<file path="src/rtl/uart_mmio_tx.sv">
// Memory-mapped UART transmitter: DATA/STATUS registers on a valid/ready bus, byte FIFO, 8N1 serializer.
// Define UART_MMIO_TX_PARITY_EN to insert an even-parity bit (8E1).
module uart_mmio_tx #(
  parameter int unsigned CLK_DIV    = 104,
  parameter int unsigned FIFO_DEPTH = 16,
  parameter logic [31:0] BASE_ADDR  = 32'hFFFF0040
) (
  input  logic        clk,
  input  logic        resetn,
  input  logic        mem_valid,
  output logic        mem_ready,
  input  logic        mem_instr,
  input  logic [31:0] mem_addr,
  input  logic [3:0]  mem_wstrb,
  input  logic [31:0] mem_wdata,
  output logic [31:0] mem_rdata,
  output logic        txd,
  output logic        tx_busy
);

  localparam int unsigned PW = $clog2(FIFO_DEPTH);
  localparam int unsigned CW = PW + 1;
  localparam int unsigned BW = $clog2(CLK_DIV);
  localparam logic [31:0]   STATUS_ADDR = BASE_ADDR + 32'd4;
  localparam logic [BW-1:0] BAUD_INIT   = BW'(CLK_DIV - 1);

  typedef enum logic [2:0] {
    S_IDLE,
    S_START,
    S_DATA,
`ifdef UART_MMIO_TX_PARITY_EN
    S_PARITY,
`endif
    S_STOP
  } state_t;

  logic          mem_ready_q, push_q;
  logic [7:0]    push_data_q;
  logic [31:0]   rdata_q;
  logic [PW-1:0] wptr_q, rptr_q;
  logic [CW-1:0] count_q, count_d;
  logic [7:0]    fifo_q [FIFO_DEPTH];
  state_t        state_q;
  logic [BW-1:0] baud_q;
  logic [2:0]    bit_idx_q;
  logic [7:0]    shift_q;
  logic          txd_q, tx_busy_q;
`ifdef UART_MMIO_TX_PARITY_EN
  logic          parity_q;
`endif

  logic        sel_data_c, sel_status_c, hit_c, is_read_c, want_push_c;
  logic        full_c, empty_c, accept_c, ack_c, baud_done_c, pop_c, idle_next_c;
  logic [31:0] status_c;
  logic        unused_c;

  assign sel_data_c   = (mem_addr == BASE_ADDR);
  assign sel_status_c = (mem_addr == STATUS_ADDR);
  assign hit_c        = mem_valid & ~mem_instr & (sel_data_c | sel_status_c);
  assign is_read_c    = (mem_wstrb == 4'b0000);
  assign want_push_c  = sel_data_c & mem_wstrb[0];
  assign full_c       = (count_q == CW'(FIFO_DEPTH));
  assign empty_c      = (count_q == '0);
  assign accept_c     = ~want_push_c | ~full_c;
  assign ack_c        = hit_c & ~mem_ready_q & accept_c;
  assign status_c     = {16'h0000, 8'(count_q), 5'b00000, tx_busy_q, empty_c, full_c};
  assign baud_done_c  = (baud_q == '0);
  // The serializer takes the head entry when idle or at the very end of a stop bit.
  assign pop_c        = ~empty_c & ((state_q == S_IDLE) | ((state_q == S_STOP) & baud_done_c));
  assign idle_next_c  = ~pop_c & ((state_q == S_IDLE) | ((state_q == S_STOP) & baud_done_c));
  assign count_d      = count_q + CW'(push_q) - CW'(pop_c);
  assign unused_c     = ^mem_wdata[31:8];

  assign mem_ready = mem_ready_q;
  assign mem_rdata = rdata_q;
  assign txd       = txd_q;
  assign tx_busy   = tx_busy_q;

  // Bus responder: the push is latched with the ack and lands on the edge ending the ready cycle.
  always_ff @(posedge clk) begin
    if (!resetn) begin
      mem_ready_q <= 1'b0;
      rdata_q     <= '0;
      push_q      <= 1'b0;
      push_data_q <= '0;
    end else begin
      mem_ready_q <= ack_c;
      rdata_q     <= (ack_c & is_read_c & sel_status_c) ? status_c : 32'h0;
      push_q      <= ack_c & want_push_c;
      push_data_q <= mem_wdata[7:0];
    end
  end

  always_ff @(posedge clk) begin
    if (!resetn) begin
      wptr_q  <= '0;
      rptr_q  <= '0;
      count_q <= '0;
    end else begin
      if (push_q) wptr_q <= wptr_q + PW'(1);
      if (pop_c)  rptr_q <= rptr_q + PW'(1);
      count_q <= count_d;
    end
  end

  always_ff @(posedge clk) begin
    if (push_q) fifo_q[wptr_q] <= push_data_q;
  end

  // Serializer FSM; txd is registered alongside the state it belongs to.
  always_ff @(posedge clk) begin
    if (!resetn) begin
      state_q   <= S_IDLE;
      baud_q    <= '0;
      bit_idx_q <= '0;
      shift_q   <= '0;
      txd_q     <= 1'b1;
      tx_busy_q <= 1'b0;
`ifdef UART_MMIO_TX_PARITY_EN
      parity_q  <= 1'b0;
`endif
    end else begin
      tx_busy_q <= (count_d != '0) | ~idle_next_c;
      case (state_q)
        S_IDLE: begin
          txd_q <= 1'b1;
          if (pop_c) begin
            state_q <= S_START;
            shift_q <= fifo_q[rptr_q];
`ifdef UART_MMIO_TX_PARITY_EN
            parity_q <= ^fifo_q[rptr_q];
`endif
            baud_q  <= BAUD_INIT;
            txd_q   <= 1'b0;
          end
        end
        S_START: begin
          if (baud_done_c) begin
            state_q   <= S_DATA;
            bit_idx_q <= '0;
            baud_q    <= BAUD_INIT;
            txd_q     <= shift_q[0];
          end else begin
            baud_q <= baud_q - BW'(1);
          end
        end
        S_DATA: begin
          if (baud_done_c) begin
            baud_q <= BAUD_INIT;
            if (bit_idx_q == 3'd7) begin
`ifdef UART_MMIO_TX_PARITY_EN
              state_q <= S_PARITY;
              txd_q   <= parity_q;
`else
              state_q <= S_STOP;
              txd_q   <= 1'b1;
`endif
            end else begin
              bit_idx_q <= bit_idx_q + 3'd1;
              shift_q   <= {1'b0, shift_q[7:1]};
              txd_q     <= shift_q[1];
            end
          end else begin
            baud_q <= baud_q - BW'(1);
          end
        end
`ifdef UART_MMIO_TX_PARITY_EN
        S_PARITY: begin
          if (baud_done_c) begin
            state_q <= S_STOP;
            baud_q  <= BAUD_INIT;
            txd_q   <= 1'b1;
          end else begin
            baud_q <= baud_q - BW'(1);
          end
        end
`endif
        S_STOP: begin
          if (baud_done_c) begin
            if (pop_c) begin
              state_q <= S_START;
              shift_q <= fifo_q[rptr_q];
`ifdef UART_MMIO_TX_PARITY_EN
              parity_q <= ^fifo_q[rptr_q];
`endif
              baud_q  <= BAUD_INIT;
              txd_q   <= 1'b0;
            end else begin
              state_q <= S_IDLE;
              txd_q   <= 1'b1;
            end
          end else begin
            baud_q <= baud_q - BW'(1);
          end
        end
        default: begin
          state_q <= S_IDLE;
          txd_q   <= 1'b1;
        end
      endcase
    end
  end

endmodule
</file>
<file path="config.mk">
export PLATFORM = sky130hd
export DESIGN_NAME = uart_mmio_tx
export DESIGN_NICKNAME = d
export VERILOG_FILES = /design/src/rtl/uart_mmio_tx.sv
export SDC_FILE = /design/constraint.sdc
export NUM_CORES = 1
export LEC_CHECK = 0
export ABC_AREA = 1
export CORE_MARGIN = 5
export CORE_UTILIZATION = 40
export CTS_CLUSTER_SIZE = 12
export DETAILED_ROUTE_END_ITERATION = 10
export SLEW_MARGIN = 20
export SYNTH_ARGS = -nofsm -noshare
export SYNTH_HDL_FRONTEND = slang
export SYNTH_SLANG_ARGS = --single-unit
</file>
<file path="constraint.sdc">
create_clock -name clk -period 3.45 [get_ports clk]
set_input_delay 0.69 -clock clk [delete_from_list [all_inputs] [get_ports clk]]
set_output_delay 0.69 -clock clk [all_outputs]
set_load 0.005 [all_outputs]
</file>
==> results.md, run 1 <==
* RSZ-0062 raised after global routing: no
* Placer Congestion at ~0.83
* Reg-to-reg setup timing slack at 680 ps
* Fraction of layout cells with a size suffix above 1 at 0.06151
* Max Fclk at 361.1 MHz
* Relative slew margins at 0.3208
* Maxcap violations at 0
* Hold Crit Start: tx_busy$_SDFF_PN0_
* Power per cell area at 707.8 nW/um2
* Clock sinks at 185
* Commonest cells after routing, fill and taps aside: nand2_1, nor2_1, edfxtp_1
* Wire per inst at approximately 15 um
* Final WL at around 18 mm
* Setup slack at placement at between 700 and 800 ps
* Slew Limit Fails at 0
* Area Overhead vs Synth at 15.01%
* Sequential area share after synthesis at 0.5972
* Vias/cell at 4.781
* Port Buffers at between 50 and 60
* Vias in the first global route at 5592
* Slew @ Worst Pin at approximately 1000 ps
* I/O pin cnt at about 110
* Crit path DAT at between 3000 and 4000 ps
* Initial Util at 0.4099
* Worst Path Max Fanout at 10
* Number of hold buffers added after cts at 0
* Hold Path End: mem_rdata[2]$_SDFF_PN0_
* Worst reg2reg endpoint: tx_busy$_SDFF_PN0_
* TritonCTS buffer count at 17
* Die X at ~150 um
* Crit Path Class: flop to flop
* Critical Path RT at between 3000 and 4000 ps
* Vias post-DR at approximately 5800
* Reg2Reg Depth at 16
* Synthesized instance count at approximately 880
* Yosys warnings at 0
* Nets at slightly above 1000
* Worst-Skew Late Latency at ~430 ps
* Min-delay worst type: flop to flop
* Pre-Repair DR Iteration Count at 5
* Final Util at 0.4714
* Remaining DRCs at 0
* First DRT Iteration DRCs at approximately 360
* Cell Rows at 52
* Final count of negative-setup-slack endpoints at 0
* Final Cell Area at roughly 9600 um2
* Post-CTS Resized at 0
* Storage element area at 4986 um2
* Setup_tns at 0 ps
* Initial antenna violation count at 0
* Fillers at 1955
* Synth Flop Type: edfxtp_1
* CTS Root Cell: clkbuf_16
* Hold Fails Final Rpt at 0
* Die area at 23860 um2
* ANT cells at 0
* Post-synthesis async set-or-reset flop share at 0
* Synthesized cell area at roughly 8300 um2
* Htree depth at 4
* DP Area at approximately 9000 um2
* Core region area at about 20000 um2
* Post-synth EDFFs at 128
* Syn_area_per_cell at between 9 and 10 um2
* Postcts setup bufs at 0
* Yosys reg bits at around 190
* CP Launch Type: flop
* Most common cell after layout, fill and taps aside: nand2_1
* Max IR drop VDD at around 0.33 mV
* CTS Buffer Depth at 2
* CTS tree: yes
* Worst Skew at approximately 9.5 ps
* Post-DP HPWL at approximately 11 mm
* Multi-input gate area at 2794 um2
* Crit path time final at about 2800 ps
* Grt ovf at 0
* Die Y at approximately 150 um
* Synth unique cells at 43
* Routed Antenna Nets at 0
* Largest net degree at the start of global routing at 76
* Final Cycle Share at 0.8026
* Pleak at about 0.0038 uW
* Final WS setup at 681.0 ps
* GRT Util Overall at 0.1537
* Worst-path clk slew at approximately 60 ps
* First-pass GRT wire length at approximately 29 mm
* Status: finished clean
* Critical R2R Launch: baud_q[0]$_SDFFE_PN0P_
* CP Capture Type: flop
* Hold Path Depth at 2
[state kept, by name, summed over array words and instances, names as in the netlist, 2 cells and up, named ones only]
register	flops
shift_q	8
baud_q	7
count_q	5
wptr_q	4
state_q	2
bit_idx_q	3
mem_rdata	8
fifo_q	128
rptr_q	4
push_data_q	8
[stage by stage]
stage	hold WS [ps]	power (uW)	instances
CTS	438.2	6856	1213
global placement	438.6	4991	1181
global route	471.8	7301	1213
floorplan	425.0	4512	904
detailed placement	429.4	5016	1181
finish	434.4	6794	1213
[cell families (layout without fill, tap and decap cells)]
| kind of cell | count (synthesis) | count (layout) | share of synthesized area |
|---|---|---|---|
| AO/OA/AOI/OAI | 91 | 91 | 0.06326 |
| XOR/XNOR | 6 | 6 | 0.006296 |
| adder cells (fa/ha/maj) | 23 | 23 | 0.03538 |
| buffers and inverters | 138 | 177 | 0.07840 |
| flip-flops | 185 | 185 | 0.5972 |
| other | 1 | 24 | 0.0004493 |
| AND/OR/NAND/NOR | 437 | 437 | 0.2190 |
[worst max-delay path: stages (launching register included)]
cell,delay (ps)
dfxtp_1,310
inv_1,100
ha_1,150
inv_1,40
nor2_2,130
nand4_1,150
nand2_2,130
nand2_4,110
inv_2,150
ha_1,240
inv_1,60
ha_1,170
fa_1,440
nor2_1,130
nand2_1,80
nor2_1,110
a41oi_1,120
[cell type report]
class | count | area share
multi-input cells | 581 | 0.2911
flip-flops and latches | 185 | 0.5194
clock buffers | 25 | 0.05057
inverters | 82 | 0.03206
clock inverters | 7 | 0.007299
repair buffers | 63 | 0.06439
well taps | 270 | 0.03519
[power by group]
part / switching (uW) / total, uW / leakage [uW] / internal [uW]
sequential: 133 / 2660 / 0.00151 / 2530
combinational: 1520 / 2300 / 0.00203 / 778
clock: 784 / 1840 / 0.000263 / 1050
[how the worst max path moves through the flow]
stage	start	endpoint	slack [ps]
floorplan	state_q[0]$_SDFFE_PN0P_	tx_busy$_SDFF_PN0_	1010
global placement	baud_q[0]$_SDFFE_PN0P_	tx_busy$_SDFF_PN0_	750
detailed placement	baud_q[0]$_SDFFE_PN0P_	tx_busy$_SDFF_PN0_	710
CTS	baud_q[0]$_SDFFE_PN0P_	tx_busy$_SDFF_PN0_	690
global route	count_q[2]$_SDFF_PN0_	tx_busy$_SDFF_PN0_	430
finish	baud_q[0]$_SDFFE_PN0P_	tx_busy$_SDFF_PN0_	680
[per-layer routing]
metal / wire length (um) / GRT usage / vias up
li1: - / - / 2943
met1: 8134 / 0.2034 / 2681
met2: 8447 / 0.2504 / 148
met3: 883 / 0.02934 / 27
met4: 431 / 0.06056 / 0
met5: 0 / 0 / -
[Yosys cell counts, drive strengths merged, types with 5 or more instances]
| cell | count | share of area |
|---|---|---|
| nor2 | 137 | 0.065 |
| nand3 | 76 | 0.046 |
| o21ai | 45 | 0.027 |
| nand2 | 208 | 0.097 |
| buf | 46 | 0.037 |
| a21oi | 30 | 0.021 |
| nand4 | 5 | 0.0037 |
| inv | 82 | 0.037 |
| clkbuf | 10 | 0.0045 |
| dfxtp | 57 | 0.14 |
| ha | 22 | 0.033 |
| o211ai | 9 | 0.0081 |
| xor2 | 5 | 0.0052 |
| edfxtp | 128 | 0.46 |
(Power assumes the default switching activity.)
==> run 2, diff against run 1 <==
==> constraint.sdc (replaced) <==
create_clock -name clk -period 2.5 [get_ports clk]
set_input_delay 0.5 -clock clk [delete_from_list [all_inputs] [get_ports clk]]
set_output_delay 0.5 -clock clk [all_outputs]
set_load 0.005 [all_outputs]
==> results.md, run 2 (same netlist as run 1, synthesis figures left out) <==
* Sw frac at 0.3544
* Clock power share at 0.263
* Crit path DAT at around 2700 ps
* Internal power at roughly 6400 uW
* Die area at between 20000 and 25000 um2
* Final Cycle Share at 0.9735
* CTS Root Cell: clkbuf_16
* Power consumption at roughly 10000 uW
* Fraction of layout cells with a size suffix above 1 at 0.1172
* Vias post-DR at between 5000 and 6000
* Largest register by flop count: fifo_q
* Pre-Repair DR Iteration Count at 5
* Power per cell area at approximately 1000 nW/um2
* Max reg flops at around 130
* Sw Pwr at about 3500 uW
* Die X at about 150 um
* Commonest cells after routing, fill and taps aside: nand2_1, nor2_1, edfxtp_1
* Routed Antenna Nets at 0
* CP Capture Type: flop
* Worst-path clk slew at around 70 ps
* Hold Fails Final Rpt at 0
* Pleak at ~0.0040 uW
* I/O pin cnt at ~110
* Htree depth at 4
* CTS Buffer Depth at 2
* Remaining DRCs at 0
* TritonCTS buffer count at 17
* Non-filler cells in the finished layout at approximately 1300
* Nets at between 1000 and 1500
* First-pass GRT wire length at around 28 mm
* GRT Util Overall at 0.1526
* Crit Path Class: flop to flop
* ANT cells at 0
* Worst-Skew Late Latency at 430 ps
* CP Launch Type: flop
* Final WL at between 15 and 20 mm
* Max Fclk at slightly above 400 MHz
* Final count of negative-setup-slack endpoints at 0
* CTS tree: yes
* Cell Rows at 52
* Final Util at 0.4906
* Clock sinks at between 150 and 200
* Post-DP HPWL at between 10 and 15 mm
* Slew @ Worst Pin at about 700 ps
* Status: finished clean
* Largest net degree at the start of global routing at 57
* Port Buffers at between 50 and 60
* Worst Path Max Fanout at 2
* Seq pwr share at 0.369
* Placer Congestion at 0.8750
* First DRT Iteration DRCs at 464
* Max IR drop VDD at roughly 0.52 mV
* Worst Skew at around 12 ps
* Critical Path RT at ~2800 ps
* Vias in the first global route at 5403
* Most common cell after layout, fill and taps aside: nand2_1
* RSZ-0062 raised after global routing: yes
* Min-delay worst type: flop to flop
* Crit path time final at about 2400 ps
* Maxcap violations at 0
* Slew Limit Fails at 0
* Core region area at between 20000 and 25000 um2
* Die Y at 154.5 um
* Setup_tns at 0 ps
* Relative slew margins at 0.5307
* Grt ovf at 0
* DP Cell Count at 1215
* Combinational power share at 0.368
* Wire per inst at about 14 um
* Area Overhead vs Synth at 19.70%
* Initial Util at 0.4099
* Number of hold buffers added after cts at 0
* Initial antenna violation count at 0
* Vias/cell at 4.744
run 2: changes by cell type in the layout (fill, tap and decap cells not counted), moves of 3 or more:
cell / delta
buf_4: +36
inv_1: -6
inv_2: +5
dfxtp_1: -3
dfxtp_2: +3
ha_1: -3
ha_4: +3
run 2: cell type report:
class / instances / area (um2)
clock buffers: 22 / 454.2
clock inverters: 10 / 118.9
fillers: 1887 / 10370
inverters: 82 / 310.3
multi-input cells: 581 / 2851
flip-flops and latches: 185 / 4990
well taps: 270 / 337.8
repair buffers: 101 / 928.4
run 2: critical path: stages (launching register included):
cell	delay, ps
dfxtp_2	330
inv_2	50
ha_4	150
inv_2	40
nor2_2	40
nand4_1	100
nand2_2	90
nand2_4	90
inv_4	40
ha_4	240
inv_2	40
ha_4	150
fa_2	420
xnor2_2	190
nand2_1	90
nor2_1	120
a41oi_1	130
run 2: worst paths after layout:
kind,start,end,slack (ps),cells after the start
max reg2reg,baud_q[1]$_SDFFE_PN0P_,tx_busy$_SDFF_PN0_,70,16
max,baud_q[1]$_SDFFE_PN0P_,tx_busy$_SDFF_PN0_,70,16
min,tx_busy$_SDFF_PN0_,mem_rdata[2]$_SDFF_PN0_,430,2
min reg2reg,tx_busy$_SDFF_PN0_,mem_rdata[2]$_SDFF_PN0_,430,2
run 2: routing by layer:
metal,part of all wire,global-route usage,wire (um)
met5,0,0,0
met4,0.014,0.04668,252
met3,0.059,0.02626,1059
met2,0.47,0.2458,8509
met1,0.46,0.2121,8203
run 2: per-stage QoR:
stage,hold WS [ps],worst slack [ps],instance area [um2]
after detailed placement,420.5,-68.64,9324
final,430.7,66.30,9991
after global routing,443.2,-82.62,9991
after global placement,423.5,-5.362,9324
after CTS,433.8,3.127,9917
after floorplan,425.0,55.12,8433
run 2: timing repair:
action                     CTS  global route
resized for setup            3            16
buffers inserted             1             3
setup endpoints to repair    1             2
pin swaps                    2            12
run 2: power groups by stage:
stage | Sequential [uW] | Combinational [uW] | Clock [uW]
after floorplan | 3670 | 2550 | 0
after global placement | 3730 | 3440 | 0
after detailed placement | 3730 | 3470 | 0
after CTS | 3670 | 3530 | 2660
after global routing | 3700 | 4180 | 2790
final | 3680 | 3670 | 2620
==> run 3, diff against run 2 <==
--- a/config.mk
+++ b/config.mk
@@ -10,6 +10,7 @@
 export CORE_UTILIZATION = 40
 export CTS_CLUSTER_SIZE = 12
 export DETAILED_ROUTE_END_ITERATION = 10
+export GPL_ROUTABILITY_DRIVEN = 0
 export SLEW_MARGIN = 20
 export SYNTH_ARGS = -nofsm -noshare
 export SYNTH_HDL_FRONTEND = slang
==> results of run 3 <==
Same layout as run 2: the final DEF is identical, and so are final timing and power.
